## src/rtl/neuron_layer_sequencer.sv

```systemverilog
// rtl/neuron_layer_sequencer.sv - layer-pass control FSM driving a shared MAC/activation datapath
module neuron_layer_sequencer #(
  parameter int NUM_NEURONS = 4,
  parameter int VECTOR_LEN  = 4,
  parameter int NIDX_W      = (NUM_NEURONS > 1) ? $clog2(NUM_NEURONS) : 1,
  parameter int VIDX_W      = (VECTOR_LEN > 1) ? $clog2(VECTOR_LEN) : 1,
  parameter int ADDR_W      = (NUM_NEURONS * VECTOR_LEN > 1) ? $clog2(NUM_NEURONS * VECTOR_LEN) : 1
) (
  input  logic              i_clock,
  input  logic              i_reset_n,
  input  logic              i_start,
  input  logic              i_abort,
  input  logic              i_in_valid,
  output logic              o_in_ready,
  output logic              o_mac_clear,
  output logic              o_mac_en,
  output logic              o_act_en,
  output logic [VIDX_W-1:0] o_vector_index,
  output logic [NIDX_W-1:0] o_neuron_index,
  output logic [ADDR_W-1:0] o_weight_addr,
  output logic              o_out_valid,
  input  logic              i_out_ready,
  output logic              o_busy,
  output logic              o_done
);

  typedef enum logic [2:0] {
    S_IDLE  = 3'd0,
    S_CLEAR = 3'd1,
    S_ACCUM = 3'd2,
    S_ACT   = 3'd3,
    S_OUT   = 3'd4
  } state_t;

  localparam logic [VIDX_W-1:0] LAST_V = VIDX_W'(VECTOR_LEN - 1);
  localparam logic [NIDX_W-1:0] LAST_N = NIDX_W'(NUM_NEURONS - 1);

  state_t            r_state;
  state_t            w_state_next;
  logic [VIDX_W-1:0] r_vidx;
  logic [VIDX_W-1:0] w_vidx_next;
  logic [NIDX_W-1:0] r_nidx;
  logic [NIDX_W-1:0] w_nidx_next;
  logic              r_done;
  logic              w_done_next;

  // State, index counters and the registered done pulse
  always_ff @(posedge i_clock or negedge i_reset_n) begin
    if (!i_reset_n) begin
      r_state <= S_IDLE;
      r_vidx  <= '0;
      r_nidx  <= '0;
      r_done  <= 1'b0;
    end else begin
      r_state <= w_state_next;
      r_vidx  <= w_vidx_next;
      r_nidx  <= w_nidx_next;
      r_done  <= w_done_next;
    end
  end

  // Next-state/index logic and state-decoded datapath strobes; abort overrides everything
  always_comb begin
    w_state_next = r_state;
    w_vidx_next  = r_vidx;
    w_nidx_next  = r_nidx;
    w_done_next  = 1'b0;
    o_in_ready   = 1'b0;
    o_mac_clear  = 1'b0;
    o_mac_en     = 1'b0;
    o_act_en     = 1'b0;
    o_out_valid  = 1'b0;
    case (r_state)
      S_IDLE: begin
        if (i_start) begin
          w_state_next = S_CLEAR;
          w_vidx_next  = '0;
          w_nidx_next  = '0;
        end
      end
      S_CLEAR: begin
        o_mac_clear  = 1'b1;
        w_vidx_next  = '0;
        w_state_next = S_ACCUM;
      end
      S_ACCUM: begin
        o_in_ready = 1'b1;
        o_mac_en   = i_in_valid;
        if (i_in_valid) begin
          if (r_vidx == LAST_V) begin
            w_vidx_next  = '0;
            w_state_next = S_ACT;
          end else begin
            w_vidx_next = r_vidx + VIDX_W'(1);
          end
        end
      end
      S_ACT: begin
        o_act_en     = 1'b1;
        w_state_next = S_OUT;
      end
      S_OUT: begin
        o_out_valid = 1'b1;
        if (i_out_ready) begin
          if (r_nidx == LAST_N) begin
            w_nidx_next  = '0;
            w_state_next = S_IDLE;
            w_done_next  = 1'b1;
          end else begin
            w_nidx_next  = r_nidx + NIDX_W'(1);
            w_state_next = S_CLEAR;
          end
        end
      end
      default: begin
        w_state_next = S_IDLE;
        w_vidx_next  = '0;
        w_nidx_next  = '0;
      end
    endcase
    if (i_abort) begin
      w_state_next = S_IDLE;
      w_vidx_next  = '0;
      w_nidx_next  = '0;
      w_done_next  = 1'b0;
    end
  end

  assign o_busy         = (r_state != S_IDLE);
  assign o_done         = r_done;
  assign o_vector_index = r_vidx;
  assign o_neuron_index = r_nidx;
  assign o_weight_addr  = ADDR_W'(r_nidx) * ADDR_W'(VECTOR_LEN) + ADDR_W'(r_vidx);

endmodule

```

## config.mk

```make
export PLATFORM = sky130hd
export DESIGN_NAME = neuron_layer_sequencer
export DESIGN_NICKNAME = d
export VERILOG_FILES = /design/src/rtl/neuron_layer_sequencer.sv
export SDC_FILE = /design/constraint.sdc
export NUM_CORES = 1
export LEC_CHECK = 0
export ABC_AREA = 1
export CAP_MARGIN = 5
export CORE_MARGIN = 2
export CORE_UTILIZATION = 46
export DETAILED_ROUTE_END_ITERATION = 7
export PLACE_DENSITY = 0.81
export RECOVER_POWER = 50
export SLEW_MARGIN = 20
export SYNTH_ARGS = -nofsm -noshare
export SYNTH_HDL_FRONTEND = slang
export SYNTH_SLANG_ARGS = --single-unit
```

## constraint.sdc

```tcl
create_clock -name i_clock -period 1.69 [get_ports i_clock]
set_input_delay 0.169 -clock i_clock [delete_from_list [all_inputs] [get_ports i_clock]]
set_output_delay 0.169 -clock i_clock [all_outputs]
set_load 0.005 [all_outputs]
```

## Word-level counts from Yosys, hierarchy flattened

Cells that the tools add are included.

- Register bits after elaboration: 8
- Bits in latches: 0
- RAM bits: 0
- ROM bits: 0
- Output and inout bits: 15
- Word-level logic and storage cells: 51
- Memories kept: 0

- Add/subtract/negate cells: 3
- Multipliers: 0
- Div/mod/pow operators: 0
- Magnitude comparators: 0
- Equal/unequal tests: 12
- Shift-type cells: 0
- Mux-type cells: 25
- Bitwise operators: 0
- Reductions and logical operators: 7

Operator list:

| operator | number |
|---|---|
| 3-bit 2-to-1 mux | 5 |
| 3-bit one-hot mux with 5 select lines | 1 |
| 2-bit 2-to-1 mux | 7 |
| 3-bit != test (second input constant) | 4 |
| 2-bit one-hot mux with 3 select lines | 2 |
| 1-bit 2-to-1 mux | 10 |
| 3-bit by 2-bit equality test with 1-bit output (second input constant) | 2 |
| 3-bit AND reduction | 2 |
| 2-bit by 1-bit adder with 2-bit output (second input constant) | 2 |
| 4-bit by 2-bit adder with 4-bit output | 1 |
| 2-bit equality test (second input constant) | 2 |
| 2-bit by 1-bit != test with 1-bit output (second input constant) | 2 |
| 4-bit AND reduction | 1 |
| 3-bit by 1-bit equality test with 1-bit output (second input constant) | 1 |
| 3-bit equality test (second input constant) | 1 |
| 3-bit logical NOT | 1 |
| 3-bit nonzero test | 1 |
| 3-bit OR reduction | 1 |
| 2-bit OR reduction | 1 |

## Logic depth before layout (Yosys ltp)

Gate-level depths: netlist (run 1).

- Depth after elaboration: 5
- Mapped depth: 8
- Mapped depth without buffers: 7

## Least setup slack after synthesis (run 1)

Ideal clock, no wire load.

- Kind: reg-to-reg
- From: register r_state[0]
- To: register r_vidx[0] (netlist: o_vector_index[0])
- Setup time: 0.121 ns
- Data arrival time: 0.952 ns
- Required time: 1.569 ns
- Path slack: 0.617 ns
- Stages on the path, launching flop included: 7
- Path buffers: 0
- Path through: dfrtp_1 > nor2_4 > nand3_1 > nand2_2 > nor2_2 > nand2_1 > nand2_1

- Longest elaborated chain between the ends: 4
- Elaborated cells between the ends (all ways): 11
- Classes of those cells: eq/ne (6); mux (2); reduce/logical (3)

Ends and longest elaborated chain:

| element | RTL line | RTL |
|---|---|---|
| from (decl) | 38 | `state_t r_state;` |
| from (signal assigned) | 55 | `r_state <= w_state_next;` |
| 3-bit equality test / 3-bit by 2-bit equality test with 1-bit output (equally long branches) | 73 | `case (r_state)` |
| 2-bit OR reduction (no source line) | -- |  |
| 2-bit one-hot mux with 3 select lines / 2-bit by 1-bit != test with 1-bit output (equally long branches) | -- |  |
| 2-bit 2-to-1 mux / 3-bit AND reduction (equally long branches) | -- |  |
| to (signal assigned) | 56 | `r_vidx <= w_vidx_next;` |
| to (decl) | 40 | `logic [VIDX_W-1:0] r_vidx;` |

Several ways; a longest one is shown, not always the timed one.
A chain may end at the register's enable or synchronous reset.

## Final worst setup path (run 1)

- From: register r_state[1]
- To: output o_out_valid

- Longest elaborated chain between the ends: 2

Ends and longest elaborated chain:

| element | RTL line | RTL |
|---|---|---|
| 3-bit equality test | 73 |  |
| 1-bit 2-to-1 mux | 73 |  |
| to (decl) | 21 | `output logic o_out_valid,` |

Every way passes these cells.

==> flow_summary.toml, run 1 <==
[outcome]
status = "complete, no violations"

[logic_synthesis]
netlist_area_um2 = 599
synth_most_common_cell = "nand2_1"
yosys.area.top_type_share = 0.334
ys_ff_latch = 8
synth_flop_cell = "dfrtp_1"
synthTopCellsByCount = "nand2_1, inv_1, dfrtp_1"
yosys.area.top_type = "dfrtp_1"
synth_fp_nets = 91
synth_edf_count = 0
synth.avg_cell_area_um2 = 7.22
yosysWarnings = 0
postSynthCellCount = 83
yosys.cell_types.count = 20
yosys-top-cells-area = "dfrtp_1, nand2_1, inv_1"
seq_area_frac_synth = 0.334
synthArstFlopShare = 1.00

[finish]
nets = 113
area_growth_pct = 33.6
n_fill_cell = 111
drive_gt1_frac = 0.194
antenna_cells = 0
stdcell_area_um2 = 801
final_util = 0.639

[power]
vdd_ir_drop_max_mv = 0.423
share_clk_of_total_power = 0.266
p_int_uw = 365
p_per_area_nw_per_um2 = 650
p_sw_uw = 156
p_leak_nw = 0.443
seqPwrFrac = 0.432
combinationalPowerShare = 0.302
sw_frac_of_total = 0.299

[global_route]
grt_pass1_vias = 460
overflow = 0
grt_use_total = 0.178
grt_pass1_wl_mm = 1.84
antenna_found_initial = 0
grt_start_max_net_pins = 9

[floorplanning]
initial_utilization = 0.479
num_io_pins = 21
num_rows = 13
die_h_um = 40.1
core_um2 = 1250
die_area_um2 = 1610
die_x_um = 40.1

[timing]
max_clock_freq_ghz = 0.621
fin_setup_tns_ns = 0
relSlewSlack = 0.768
tightest_slew_ns = 0.347
fin_crit_ns = 1.61
slew_violations = 0
fin_crit_sh = 0.953
rsz0062_at_grt = "no"
skew_ns = 0.00306
finalSetupViolCount = 0
finalHoldViolations = 0

[setup_path]
r2r-start = "r_state[1]$_DFFE_PN0P_"
r2r_setup_slack_ns = 0.27
cp-start-kind = "register"
rr_worst_depth = 7
required_ns = 1.52
reg2reg_to = "o_vector_index[0]$_DFFE_PN0P_"
worstSetupEndpoint = "o_out_valid"
crit_fanout = 6
crit_path_end_kind = "output pin"
cp.arrival_ns = 1.44
critPathKind = "register to output pin"
cp-startpoint = "r_state[1]$_DFFE_PN0P_"

[placement]
placed_area_um2 = 785
io_buffers = 20
place_congestion = 0.799
dp.final_hpwl_um = 939

[route]
drtPass1Iterations = 2
wl_mm = 1.15
vias = 560
avgViaCountPerCell = 4.75
wl_per_cell_um = 9.75
dr.first_iter.drc_count = 2
antenna_left = 0
post-route-drc-count = 0

[min_path]
hp-class = "input pin to asynchronous set/reset pin"

[clock_tree]
holdBufCountCts = 0
cts-root-buf = "clkbuf_4"
max-clock-path-buffers = 2
clock_latency_ns = 0.25
h-tree-depth = 1
clk_pin_slew_ns = 0.05
cts_buffers = 3
clkSinkCount = 8
cts_tree = "built"

[run]
maxCapViolCount = 0
[logic make-up after synthesis]
group                      share of synthesized area
and+or+nand+nor                                0.418
AOI/OAI and AO/OA                             0.0501
adders and majority gates                     0.0417
DFF                                            0.334
buffers and inverters                          0.157
[final cells by class]
type	instances	area, µm²	area share
Tap cell	15	18.8	0.0234
Sequential cell	8	203	0.253
Clock buffer	3	22.5	0.0281
Multi-Input combinational cell	56	290	0.362
Timing Repair Buffer	22	214	0.267
Inverter	14	52.6	0.0656
[placed cells by master, fill, tap and decap left out]
cell type and n:
nand2_1 22, clkdlybuf4s50_1 17, inv_1 9, nor2_1 7
dfrtp_1 6, nand3_1 5, inv_2 4, nand2_2 4
nor2_2 4, clkbuf_4 3, nor3_1 2, nor2_4 2
o21ai_0 2, o21bai_1 2, nand4_1 2, ha_1 2
dlygate4sd3_1 2, dfrtp_2 2, clkinv_1 1, o21ai_1 1
nor4_1 1, dlymetal6s2s_1 1, buf_4 1, clkbuf_1 1
[state kept, by name, indices dropped and copies added, names as in the netlist]
name,cells
r_state,3
o_neuron_index,2
o_vector_index,2
o_done,1
[metrics by stage]
stage	power [mW]	setup slack [ns]	hold slack (ns)	instances
finish	0.520	0.0793	0.260	118
global placement	0.384	0.183	0.461	114
floorplan	0.315	0.617	-0.127	83
CTS	0.540	0.00974	0.194	118
global route	0.562	0.0212	0.272	118
detailed placement	0.387	0.159	0.469	114
[per-layer routing]
| metal | up-vias | global-route usage | wire length, µm |
|---|---|---|---|
| li1 | 296 | - | - |
| met1 | 247 | 0.226 | 509 |
| met2 | 13 | 0.266 | 566 |
| met3 | 4 | 0.0500 | 52 |
| met4 | 0 | 0.103 | 22 |
| met5 | - | 0 | 0 |
[worst min path at each step]
stage                                          to  slack (ns)
floorplan                        o_done$_DFF_PN0_       -0.13
global placement           r_state[1]$_DFFE_PN0P_        0.46
detailed placement         r_state[2]$_DFFE_PN0P_        0.47
CTS                        r_state[2]$_DFFE_PN0P_        0.19
global route        o_neuron_index[0]$_DFFE_PN0P_        0.27
finish                     r_state[2]$_DFFE_PN0P_        0.26
[critical path, cell delays in order, from the launching register on]
cell and delay (ns):
dfrtp_2 0.47, nor2_4 0.14, nand2_1 0.06, inv_1 0.04, clkdlybuf4s50_1 0.48
[power groups by stage]
stage | Clock (mW) | Combinational, mW | Sequential (mW)
4_1_cts | 0.148 | 0.169 | 0.223
2_1_floorplan | 0 | 0.0938 | 0.222
3_5_place_dp | 0 | 0.161 | 0.226
6_report | 0.138 | 0.157 | 0.225
3_3_place_gp | 0 | 0.159 | 0.225
5_1_grt | 0.157 | 0.179 | 0.226
[repair_timing]
action | in CTS | in global routing
gates resized for setup | 1 | 3
pin swaps | 1 | 0
buffers inserted | 1 | 0
cloned | 0 | 0
endpoints found under the setup margin | 2 | 4
Note: power is estimated with default switching activity, not from simulation.
==> run 2, diff against run 1 <==
SETUP_SLACK_MARGIN = 0.15   (was unset)
==> run 2 against run 1 <==
Power is 2.7% higher; die area unchanged; cell count is 2.5% higher; wire length up 2.1%; design area grew 4.7%; first-iteration DRC count did not move; largest cell class unchanged.
==> flow_summary.toml, run 2 (same netlist as run 1, synthesis figures left out) <==
[clock_tree]
h-tree-depth = 1
cts-root-buf = "clkbuf_4"
max-clock-path-buffers = 2
clk_pin_slew_ns = 0.05
clock_latency_ns = 0.25
cts_tree = "built"
cts_buffers = 3
clkSinkCount = 8

[setup_path]
rr_worst_depth = 9
required_ns = 1.52
cp-start-kind = "register"
crit_fanout = 6
cp.arrival_ns = 1.42
slowest_delay_ns = 0.48
reg2reg_to = "o_neuron_index[0]$_DFFE_PN0P_"
r2r_setup_slack_ns = 0.22
crit_path_end_kind = "output pin"
critPathKind = "register to output pin"
crit_chain = "nor2_4, nand2_1, inv_1, clkdlybuf4s50_1"
cpMaxStageDelayCell = "clkdlybuf4s50_1"
r2r-start = "r_state[0]$_DFFE_PN0P_"

[floorplanning]
initial_utilization = 0.479
die_x_um = 40.1
core_um2 = 1250
num_rows = 13
num_io_pins = 21
die_h_um = 40.1
die_area_um2 = 1610

[route]
drtPass1Iterations = 2
antenna_left = 0
avgViaCountPerCell = 4.67
wl_mm = 1.18
post-route-drc-count = 0
dr.first_iter.drc_count = 2
vias = 565
wl_per_cell_um = 9.71

[placement]
place_congestion = 0.799
dp_slack_ns = 0.159
dp.final_hpwl_um = 939
io_buffers = 20

[global_route]
antenna_found_initial = 0
grt_start_max_net_pins = 9
grt_use_total = 0.180
overflow = 0
grt_pass1_vias = 465
grt_pass1_wl_mm = 1.86

[power]
p_per_area_nw_per_um2 = 638
vdd_ir_drop_max_mv = 0.429
p_leak_nw = 0.470

[outcome]
status = "complete, no violations"

[finish]
antenna_cells = 0
final_util = 0.669
n_fill_cell = 115
area_growth_pct = 39.9
drive_gt1_frac = 0.226
largest_reg_flops = 3
nets = 116
layout_commonest_cell = "nand2_1"
top_register = "r_state"
layout_common_cells = "nand2_1, clkdlybuf4s50_1, inv_1"

[timing]
fin_setup_tns_ns = 0
fin_crit_ns = 1.59
skew_ns = 0.00306
relSlewSlack = 0.768
finalSetupViolCount = 0
max_clock_freq_ghz = 0.630
finalHoldViolations = 0
hold_slack_ns = 0.260
fin_crit_sh = 0.940
setup_slack_ns = 0.102
slew_violations = 0
tightest_slew_ns = 0.347
rsz0062_at_grt = "yes"

[run]
maxCapViolCount = 0

[min_path]
hp-class = "input pin to asynchronous set/reset pin"
run 2: per-stage QoR:
step,instance area [µm²],std cells,total power [mW]
2_1_floorplan,599,83,0.315
3_3_place_gp,785,114,0.384
3_5_place_dp,785,114,0.387
4_1_cts,825,119,0.542
5_1_grt,838,121,0.577
6_report,838,121,0.534
run 2: critical path, delay by kind of cell, from the launching register on:
| kind | cells | cell delay, ns |
|---|---|---|
| buffers and inverters | 2 | 0.52 |
| flip-flops | 1 | 0.45 |
| AND/OR/NAND/NOR | 2 | 0.20 |
run 2: how the worst max path moves through the flow:
stage / cells after the start / endpoint / slack, ns / startpoint
finish: 4 / o_out_valid / 0.10 / r_state[0]$_DFFE_PN0P_
global route: 4 / o_out_valid / 0.04 / r_state[0]$_DFFE_PN0P_
CTS: 4 / o_out_valid / 0.07 / r_state[1]$_DFFE_PN0P_
detailed placement: 4 / o_mac_en / 0.16 / i_in_valid
global placement: 4 / o_mac_en / 0.18 / i_in_valid
floorplan: 6 / o_vector_index[0]$_DFFE_PN0P_ / 0.62 / r_state[0]$_DFFE_PN0P_
run 2: power breakdown:
part	total, mW	internal (mW)	switching (mW)
registers	0.224	0.204	0.0199
clock network	0.138	0.0807	0.0575
logic	0.173	0.0884	0.0842
run 2: layout make-up:
cell class / instances / area [µm²] / area share
Clock buffer: 3 / 22.5 / 0.0269
Inverter: 14 / 52.6 / 0.0627
Multi-Input combinational cell: 56 / 305 / 0.364
Sequential cell: 8 / 203 / 0.242
Tap cell: 15 / 18.8 / 0.0224
Timing Repair Buffer: 25 / 236 / 0.282
run 2: what timing repair did:
item,CTS,global route
gates resized for setup,7,2
hold buffers,0,0
setup endpoints to repair,6,3
pin swaps,1,1
buffers inserted,2,2
run 2: per-layer routing:
layer | part of all wire | global-route usage | up-vias
met4 | 0.019 | 0.103 | 0
met5 | 0 | 0 | -
met3 | 0.046 | 0.0500 | 4
met1 | 0.46 | 0.229 | 247
li1 | - | - | 301
met2 | 0.48 | 0.270 | 13
==> run 3, diff against run 2 <==
TNS_END_PERCENT = 100   (was unset)
==> results of run 3 <==
Same layout as run 2: the final DEF is identical, and so are final timing and power.
